<file path="src/rtl/uart_cmd_responder_pkg.sv">
// Shared types and framing constants for the remote command link.
package uart_cmd_responder_pkg;

   typedef enum logic {WAIT_HI, WAIT_LO} asm_state_t;
   typedef enum logic {TX_IDLE, TX_SHIFT} tx_state_t;
   typedef enum logic {RX_IDLE, RX_RECV}  rx_state_t;

   localparam logic [7:0]  POS_ACK    = 8'hA5;
   localparam int unsigned FRAME_BITS = 10;
   localparam int unsigned DATA_BITS  = 8;

endpackage

</file>
<file path="src/rtl/uart_byte_rx.sv">
// 8N1 byte receiver: input synchronizer, mid-bit sampling, byte/valid/framing-error strobes.
module uart_byte_rx
   import uart_cmd_responder_pkg::*;
#(
   parameter int unsigned BAUD_DIV = 5208
) (
   input  logic                 clk,
   input  logic                 rst,
   input  logic                 rx,
   output logic [DATA_BITS-1:0] rx_byte,
   output logic                 byte_vld,
   output logic                 frm_err,
   output logic                 start_det
);

   localparam int unsigned     CW       = $clog2(BAUD_DIV);
   localparam logic [CW-1:0]   HALF     = CW'(BAUD_DIV / 2 - 1);
   localparam logic [CW-1:0]   FULL     = CW'(BAUD_DIV - 1);
   localparam logic [3:0]      STOP_IDX = 4'(FRAME_BITS - 1);

   logic                 rx_ff1, rx_ff2, rx_prev;
   rx_state_t            state, state_nxt;
   logic [CW-1:0]        baud_cnt;
   logic [3:0]           bit_cnt;
   logic [DATA_BITS-1:0] shreg;
   logic                 sample;

   always_ff @(posedge clk or posedge rst) begin
      if (rst) begin
         rx_ff1  <= 1'b1;
         rx_ff2  <= 1'b1;
         rx_prev <= 1'b1;
      end else begin
         rx_ff1  <= rx;
         rx_ff2  <= rx_ff1;
         rx_prev <= rx_ff2;
      end
   end

   assign start_det = (state == RX_IDLE) && rx_prev && !rx_ff2;
   assign sample    = (state == RX_RECV) && (baud_cnt == '0);
   assign rx_byte   = shreg;

   always_comb begin
      state_nxt = state;
      byte_vld  = 1'b0;
      frm_err   = 1'b0;
      case (state)
         RX_IDLE: if (start_det) state_nxt = RX_RECV;
         RX_RECV: begin
            if (sample) begin
               // A high start sample means the edge was a glitch.
               if (bit_cnt == '0 && rx_ff2) begin
                  state_nxt = RX_IDLE;
               end else if (bit_cnt == STOP_IDX) begin
                  state_nxt = RX_IDLE;
                  byte_vld  = rx_ff2;
                  frm_err   = !rx_ff2;
               end
            end
         end
      endcase
   end

   always_ff @(posedge clk or posedge rst) begin
      if (rst) state <= RX_IDLE;
      else     state <= state_nxt;
   end

   always_ff @(posedge clk or posedge rst) begin
      if (rst) begin
         baud_cnt <= '0;
         bit_cnt  <= '0;
         shreg    <= '0;
      end else if (start_det) begin
         baud_cnt <= HALF;
         bit_cnt  <= '0;
      end else if (state == RX_RECV) begin
         if (baud_cnt == '0) begin
            baud_cnt <= FULL;
            bit_cnt  <= bit_cnt + 4'd1;
            if (bit_cnt != '0 && bit_cnt != STOP_IDX)
               shreg <= {rx_ff2, shreg[DATA_BITS-1:1]};
         end else begin
            baud_cnt <= baud_cnt - 1'b1;
         end
      end
   end

endmodule

</file>
<file path="src/rtl/uart_cmd_responder.sv">
// Two-byte command assembly from the UART receiver plus the 8N1 response transmitter.
module uart_cmd_responder
   import uart_cmd_responder_pkg::*;
#(
   parameter int unsigned BAUD_DIV = 5208
) (
   input  logic        clk,
   input  logic        rst,
   input  logic        RX,
   output logic        TX,
   output logic [15:0] cmd,
   output logic        cmd_rdy,
   input  logic        clr_cmd_rdy,
   input  logic [7:0]  resp,
   input  logic        trmt,
   output logic        tx_done
);

   localparam int unsigned   CW       = $clog2(BAUD_DIV);
   localparam logic [CW-1:0] FULL     = CW'(BAUD_DIV - 1);
   localparam logic [3:0]    STOP_IDX = 4'(FRAME_BITS - 1);

   logic [7:0] rx_byte;
   logic       byte_vld, frm_err, start_det;

   uart_byte_rx #(.BAUD_DIV(BAUD_DIV)) u_rx (
      .clk       (clk),
      .rst       (rst),
      .rx        (RX),
      .rx_byte   (rx_byte),
      .byte_vld  (byte_vld),
      .frm_err   (frm_err),
      .start_det (start_det)
   );

   asm_state_t asm_state, asm_nxt;
   logic [7:0] hi_byte;
   logic       set_rdy, clr_rdy;

   always_comb begin
      asm_nxt = asm_state;
      set_rdy = 1'b0;
      clr_rdy = clr_cmd_rdy || (start_det && asm_state == WAIT_HI);
      if (frm_err) begin
         asm_nxt = WAIT_HI;
      end else if (byte_vld) begin
         asm_nxt = (asm_state == WAIT_HI) ? WAIT_LO : WAIT_HI;
         set_rdy = (asm_state == WAIT_LO);
      end
   end

   always_ff @(posedge clk or posedge rst) begin
      if (rst) begin
         asm_state <= WAIT_HI;
         hi_byte   <= '0;
         cmd       <= '0;
         cmd_rdy   <= 1'b0;
      end else begin
         asm_state <= asm_nxt;
         if (byte_vld && asm_state == WAIT_HI) hi_byte <= rx_byte;
         if (set_rdy) cmd <= {hi_byte, rx_byte};
         // Completion wins over a simultaneous clear.
         if (set_rdy)      cmd_rdy <= 1'b1;
         else if (clr_rdy) cmd_rdy <= 1'b0;
      end
   end

   tx_state_t             tx_state, tx_nxt;
   logic [FRAME_BITS-1:0] tx_shreg;
   logic [CW-1:0]         tx_baud;
   logic [3:0]            tx_bit;
   logic                  tx_last;

   assign tx_last = (tx_baud == '0) && (tx_bit == STOP_IDX);
   assign TX      = tx_shreg[0];

   always_comb begin
      tx_nxt = tx_state;
      case (tx_state)
         TX_IDLE:  if (trmt)    tx_nxt = TX_SHIFT;
         TX_SHIFT: if (tx_last) tx_nxt = TX_IDLE;
      endcase
   end

   always_ff @(posedge clk or posedge rst) begin
      if (rst) tx_state <= TX_IDLE;
      else     tx_state <= tx_nxt;
   end

   // Shifting in ones leaves the line idling high once the frame is out.
   always_ff @(posedge clk or posedge rst) begin
      if (rst) begin
         tx_shreg <= '1;
         tx_baud  <= '0;
         tx_bit   <= '0;
         tx_done  <= 1'b0;
      end else if (tx_state == TX_IDLE) begin
         if (trmt) begin
            tx_shreg <= {1'b1, resp, 1'b0};
            tx_baud  <= FULL;
            tx_bit   <= '0;
            tx_done  <= 1'b0;
         end
      end else if (tx_baud == '0) begin
         tx_shreg <= {1'b1, tx_shreg[FRAME_BITS-1:1]};
         tx_baud  <= FULL;
         tx_bit   <= tx_bit + 4'd1;
         if (tx_bit == STOP_IDX) tx_done <= 1'b1;
      end else begin
         tx_baud <= tx_baud - 1'b1;
      end
   end

endmodule
</file>
<file path="config.mk">
export PLATFORM = sky130hd
export DESIGN_NAME = uart_cmd_responder
export DESIGN_NICKNAME = d
export VERILOG_FILES = /design/src/rtl/uart_cmd_responder_pkg.sv /design/src/rtl/uart_byte_rx.sv /design/src/rtl/uart_cmd_responder.sv
export SDC_FILE = /design/constraint.sdc
export NUM_CORES = 1
export LEC_CHECK = 0
export ABC_AREA = 0
export BUFFER_PORTS_ARGS = -buffer_cell sky130_fd_sc_hd__buf_2
export CORE_UTILIZATION = 64
export CTS_BUF_LIST = sky130_fd_sc_hd__clkbuf_16
export CTS_CLUSTER_DIAMETER = 30
export DETAILED_ROUTE_END_ITERATION = 8
export PLACE_DENSITY_LB_ADDON = 0.05
export REMOVE_ABC_BUFFERS = 1
export SLEW_MARGIN = 20
export SYNTH_ARGS = -nofsm -noshare
export SYNTH_HDL_FRONTEND = slang
export SYNTH_SLANG_ARGS = --single-unit
</file>
<file path="constraint.sdc">
create_clock -name clk -period 7.4 [get_ports clk]
set_clock_uncertainty 0.15 [all_clocks]
set_input_delay 0.37 -clock clk [delete_from_list [all_inputs] [get_ports clk]]
set_output_delay 0.37 -clock clk [all_outputs]
set_load 0.1 [all_outputs]
</file>
; Word level (Yosys, flattened, before mapping)
; Cells that the tools add are included.
[word_totals]
in_bits = 13
reg_bits = 84
[op_classes]
mux = 42
addsub = 4
reduce_logical = 23
n_eq_ne = 5
n_bitwise = 4
[ops]
columns = op, count
row1 = 13-bit 2-to-1 mux, 6
row2 = 10-bit 2-to-1 mux, 3
row3 = 13-bit logical NOT, 2
row4 = "13-bit by 1-bit subtractor with 13-bit output, second input constant", 2
row5 = 1-bit 2-to-1 mux, 25
row6 = 4-bit 2-to-1 mux, 6
row7 = 2-bit nonzero test, 5
row8 = "4-bit by 1-bit adder with 4-bit output, second input constant", 2
row9 = "4-bit equality test, second input constant", 2
row10 = 1-bit logical AND, 8
row11 = 4-bit logical NOT, 1
row12 = "2-bit by 1-bit != test with 1-bit output, second input constant", 2
row13 = "4-bit != test, second input constant", 1
row14 = 1-bit inverter, 4
row15 = 1-bit case mux with 2 select lines, 2
row16 = 2-bit AND reduction, 2
row17 = 4-bit AND reduction, 1
row18 = 4-bit nonzero test, 1
row19 = 3-bit AND reduction, 1
row20 = 1-bit logical NOT, 1
row21 = 1-bit logical OR, 1

; Logic depth before layout (Yosys ltp)
[logic_depth]
depth_word = 8
mapped_depth = 8
ltp_nobuf = 6

; Cells and area by module
; A second synthesis with hierarchy kept.
[hier_totals]
hier_cells = 331
hier_area_um2 = 3975.1
[by_module_without_submodules]
columns = mod, instances, area_each_um2, cells_each, seq_area_each_um2
row1 = uart_cmd_responder, 1, 2477.4, 196, 1362.6
row2 = uart_byte_rx, 1, 1497.7, 135, 729.4

; Worst setup path after synthesis
; No wires, ideal clock.
[synth_path]
path_type = reg-to-reg
startpoint = register u_rx.baud_cnt[5]
endpoint = register cmd[0]
t_required_ns = 7.125
setup_slack_ns = 4.705
arrival_time_ns = 2.420
setup_ns = 0.125
path_stages_with_launch = 8
cell_sequence = dfrtp_1 -> or4_1 -> buf_2 -> or4_4 -> buf_6 -> nor2_4 -> buf_4 -> mux2_2
[synth_via]
elab_chain_len = 6
word_cells_on_any_way = 8
classes_between = 6 x mux / 2 x reduce/logical
[synth_lines]
columns = item, line_no
row1 = start: declaration, uart_byte_rx.sv:23  ; logic [CW-1:0] baud_cnt;
row2 = start signal: assignment, uart_byte_rx.sv:85  ; baud_cnt <= baud_cnt - 1'b1;
row3 = 13-bit logical NOT (*), uart_byte_rx.sv:41  ; assign sample = (state == RX_RECV) && (baud_cnt == '0);
row4 = 1-bit logical AND (*), uart_byte_rx.sv:41
row5 = 1-bit 2-to-1 mux, uart_byte_rx.sv:51  ; if (sample) begin
row6 = 1-bit 2-to-1 mux, uart_byte_rx.sv:48  ; case (state)
row7 = 1-bit 2-to-1 mux, uart_cmd_responder.sv:46  ; end else if (byte_vld) begin
row8 = 1-bit 2-to-1 mux (*), uart_cmd_responder.sv:44  ; if (frm_err) begin
row9 = end signal: assignment, uart_cmd_responder.sv:61  ; if (set_rdy) cmd <= {hi_byte, rx_byte};
row10 = end: declaration, uart_cmd_responder.sv:11  ; output logic [15:0] cmd,
; Every way passes the cells marked *; elsewhere a longest branch is shown, timed or not.
; A chain may end at the register's enable or synchronous reset.

; Final worst setup path
[layout_path]
startpoint = register u_rx.baud_cnt[5]
endpoint = register hi_byte[5]
[layout_via]
elab_chain_len = 5
[layout_lines]
columns = item, line_no
row1 = 13-bit logical NOT, uart_byte_rx.sv:41
row2 = 1-bit logical AND, uart_byte_rx.sv:41
row3 = 1-bit 2-to-1 mux, uart_byte_rx.sv:51
row4 = 1-bit 2-to-1 mux, uart_byte_rx.sv:48
row5 = 1-bit logical AND, uart_cmd_responder.sv:60  ; if (byte_vld && asm_state == WAIT_HI) hi_byte <= rx_byte;
row6 = end signal: assignment, uart_cmd_responder.sv:60
row7 = end: declaration, uart_cmd_responder.sv:37  ; logic [7:0] hi_byte;
; Every way passes these cells.

==> results.ini <==
[run_status]
status = complete, no violations

[sta]
slew_headroom_pct = 34.7
report.final.slew_viol_count = 0
hold_ws_ns = 0.0658
rsz0062_at_grt = no
worst_pin_slew_ns = 0.971
fmax_mhz = 325
fin_crit_ns = 3.08
hold_viol = 0
setup_viol = 0
min_period_over_period_pct = 41.6
finalSetupTns_ns = 0

[power]
power.switching_w = 0.000398
seqPwrFrac_pct = 45.3
finalPower_w = 0.00136
p_comb_share_pct = 17.2
p_int_w = 0.000958
p_leak_nw = 2.12
switching_share_pct = 29.3
powerDensity_nw_per_um2 = 306
clkPwrFrac_pct = 37.5
ir_drop_mv = 0.198

[place]
gp_congestion = 0.797
hpwlAfterDp_um = 4880
placed_area_um2 = 4080
portBuffers = 31

[drt]
ant_nets = 0
wire_per_inst_um = 17.3
drc = 0
firstDrtPassIters = 4
via_count = 2742
routed_via_density = 6.13
drt-initial-drc-count = 153
wl_um = 7750

[floorplanning]
die_w_um = 79.8
core_area_um2 = 5680
die_y_um = 79.8
pin_count = 32
rows = 27
fp.dieArea_um2 = 6370
initial_core_util_pct = 68.3

[synthesis]
synth_top_area_share_pct = 45.9
yosys.area.top_type = dfrtp_1
ys.flop_type = dfrtp_1
synth_edf_count = 0
synth.area.top_cells = dfrtp_1, dfstp_2, mux2_2
ys_seq_area_share_pct = 54.0
post_synth.cell_area_avg_um2 = 11.5
yosysWarningCount = 0
synth_async_sr_flop_share_pct = 100
synth_cells = 336
synth.distinct_cells = 59
synth_area_um2 = 3870
synth_seq_cells = 83

[clocking]
clock_latency_ns = 0.34
htree_levels = 3
cts_buffer_depth = 2
cts_num_sinks = 83
cts_root_buffer = clkbuf_16
cts_tree = yes
clk_pin_slew_ns = 0.06
numCtsBuffers = 9
cts_setup_buffers = 0

[setup_path]
crit_path_top_delay_cell = or4_1
path_buf_inv = 0
worstSetupPathType = register to register
critPathMaxStageDelay_ns = 0.69
crit_chain = or4_1, or4_4, or3_1, mux2_4
path_delay_family = simple AND/OR/NAND/NOR gates
arrival_ns = 3.15
critPathLaunchType = register
crit_path_end_kind = register
cp_max_fo = 11
worstPathRequired_ns = 7.47

[global_route]
overflow = 0
grt_pass1_vias = 2699
grt_pass1_wl_um = 12700
grt_max_degree = 84
antenna_found_initial = 0
track_usage_pct = 26.5

[layout]
nFillCells = 381
diodes = 0
fin_nets = 392
drive_above_1_share_pct = 25.9
fin_area_um2 = 4430
multi_input_area_um2 = 1670
fin_util_pct = 78.1
area_growth_pct = 14.4
seqCellArea_um2 = 2090

[min_path]
min_path_type = primary input to asynchronous set/reset pin

[run]
drv_cap = 0

## worst paths after layout
path	start	to	slack [ns]	cells after the start
setup / recovery	u_rx.baud_cnt[5]	hi_byte[5]	4.32	4
hold / removal	rst	u_rx.bit_cnt[2]	0.07	3
setup reg to reg	u_rx.baud_cnt[5]	hi_byte[5]	4.32	4
hold reg to reg	u_rx.rx_ff1	u_rx.rx_ff2	0.20	0
max in group asynchronous	rst	u_rx.bit_cnt[0]	6.53	3
min in group clk	resp[7]	tx_shreg[8]	0.13	2
## power groups by stage
stage	Sequential, W	Combinational (W)	Clock, W
2_1_floorplan	0.000602	0.000180	0
3_3_place_gp	0.000613	0.000217	0
3_5_place_dp	0.000619	0.000228	0
4_1_cts	0.000612	0.000233	0.000512
5_1_grt	0.000627	0.000263	0.000534
6_report	0.000615	0.000233	0.000508
## metal layers
layer | wire (um) | vias up | GRT usage [%]
li1 | - | 1304 | -
met5 | 0 | - | 0
met3 | 299 | 13 | 3.89
met2 | 3750 | 57 | 44.6
met4 | 116 | 0 | 11.1
met1 | 3580 | 1368 | 34.4
## cell type report
| class | count | share of cell area, % |
|---|---|---|
| Clock buffer | 9 | 5.08 |
| Sequential cell | 83 | 47.2 |
| Multi-Input combinational cell | 228 | 37.7 |
| Clock inverter | 6 | 2.60 |
| Timing Repair Buffer | 34 | 4.15 |
| Inverter | 15 | 1.30 |
| Tap cell | 72 | 2.03 |
## cell usage after synthesis (all sizes together), types with 2 or more instances
cell type and number:
o211ai 5, dfrtp 71, or3 3, mux2i 9
nand2 25, a2111o 2, nor2 19, o41ai 2
xnor2 2, and2 2, nand4 5, nor4 4
ha 8, mux2 32, o311ai 2, a21oi 9
o21a 2, nand3 20, o31a 2, a32o 2
o21bai 2, o31ai 5, a31oi 4, buf 5
nand4b 2, inv 15, nand2b 4, xor2 5
nor3b 2, dfstp 12, or4 8, clkbuf 5
nor3 8, o21ai 14, o22ai 4
## layout by cell type (no fill, tap or decap), types with 3 or more instances in the layout
| cell type | netlist | layout |
|---|---|---|
| nand2b_1 | 4 | 4 |
| a21oi_1 | 9 | 9 |
| o21ai_0 | 14 | 14 |
| ha_1 | 8 | 8 |
| nor4_1 | 3 | 3 |
| dfrtp_1 | 71 | 71 |
| a31oi_1 | 4 | 4 |
| nor2_1 | 18 | 18 |
| bufinv_16 | 0 | 3 |
| xor2_1 | 5 | 5 |
| mux2i_1 | 9 | 9 |
| o211ai_1 | 5 | 5 |
| nand4_1 | 5 | 5 |
| dfstp_2 | 12 | 12 |
| nor3_1 | 7 | 7 |
| buf_2 | 1 | 31 |
| mux2_4 | 8 | 8 |
| or3_1 | 3 | 3 |
| nand2_1 | 25 | 25 |
| o22ai_1 | 4 | 4 |
| o31ai_1 | 5 | 5 |
| mux2_2 | 23 | 23 |
| clkbuf_16 | 0 | 9 |
| or4_1 | 7 | 7 |
| inv_1 | 15 | 14 |
| nand3_1 | 20 | 20 |
## cells by family (layout without fill, tap and decap cells)
family	after synthesis	after routing	synth area share, %
AND/OR/NAND/NOR	111	111	15.8
AO/OA/AOI/OAI	61	61	10.7
buffers and inverters	25	64	2.94
XOR/XNOR	7	7	1.58
multiplexers	41	41	12.4
adder cells (fa/ha/maj)	8	8	2.58
flip-flops	83	83	54.0
## flip-flops by register name, indices dropped and copies added, names as in the netlist, 4 cells and up
signal / count
cmd: 16
hi_byte: 8
tx_baud: 13
tx_bit: 4
tx_shreg: 9
u_rx.baud_cnt: 13
u_rx.bit_cnt: 4
u_rx.rx_byte: 8
## through the flow
step,setup WS (ns),cells
finish,4.32,447
global placement,4.41,431
global route,4.24,447
floorplan,4.54,326
detailed placement,4.36,431
CTS,4.31,447
## repair_timing
item                                   CTS  global route
endpoints found under the hold margin    1             0
hold buffers                             1             0
resized for setup                        0             0
## tightest hold or removal path: cells and delay by family
kind                   cells  cell delay, ns
buffers and inverters      3            0.68
Note: power is estimated with default switching activity, not from simulation.
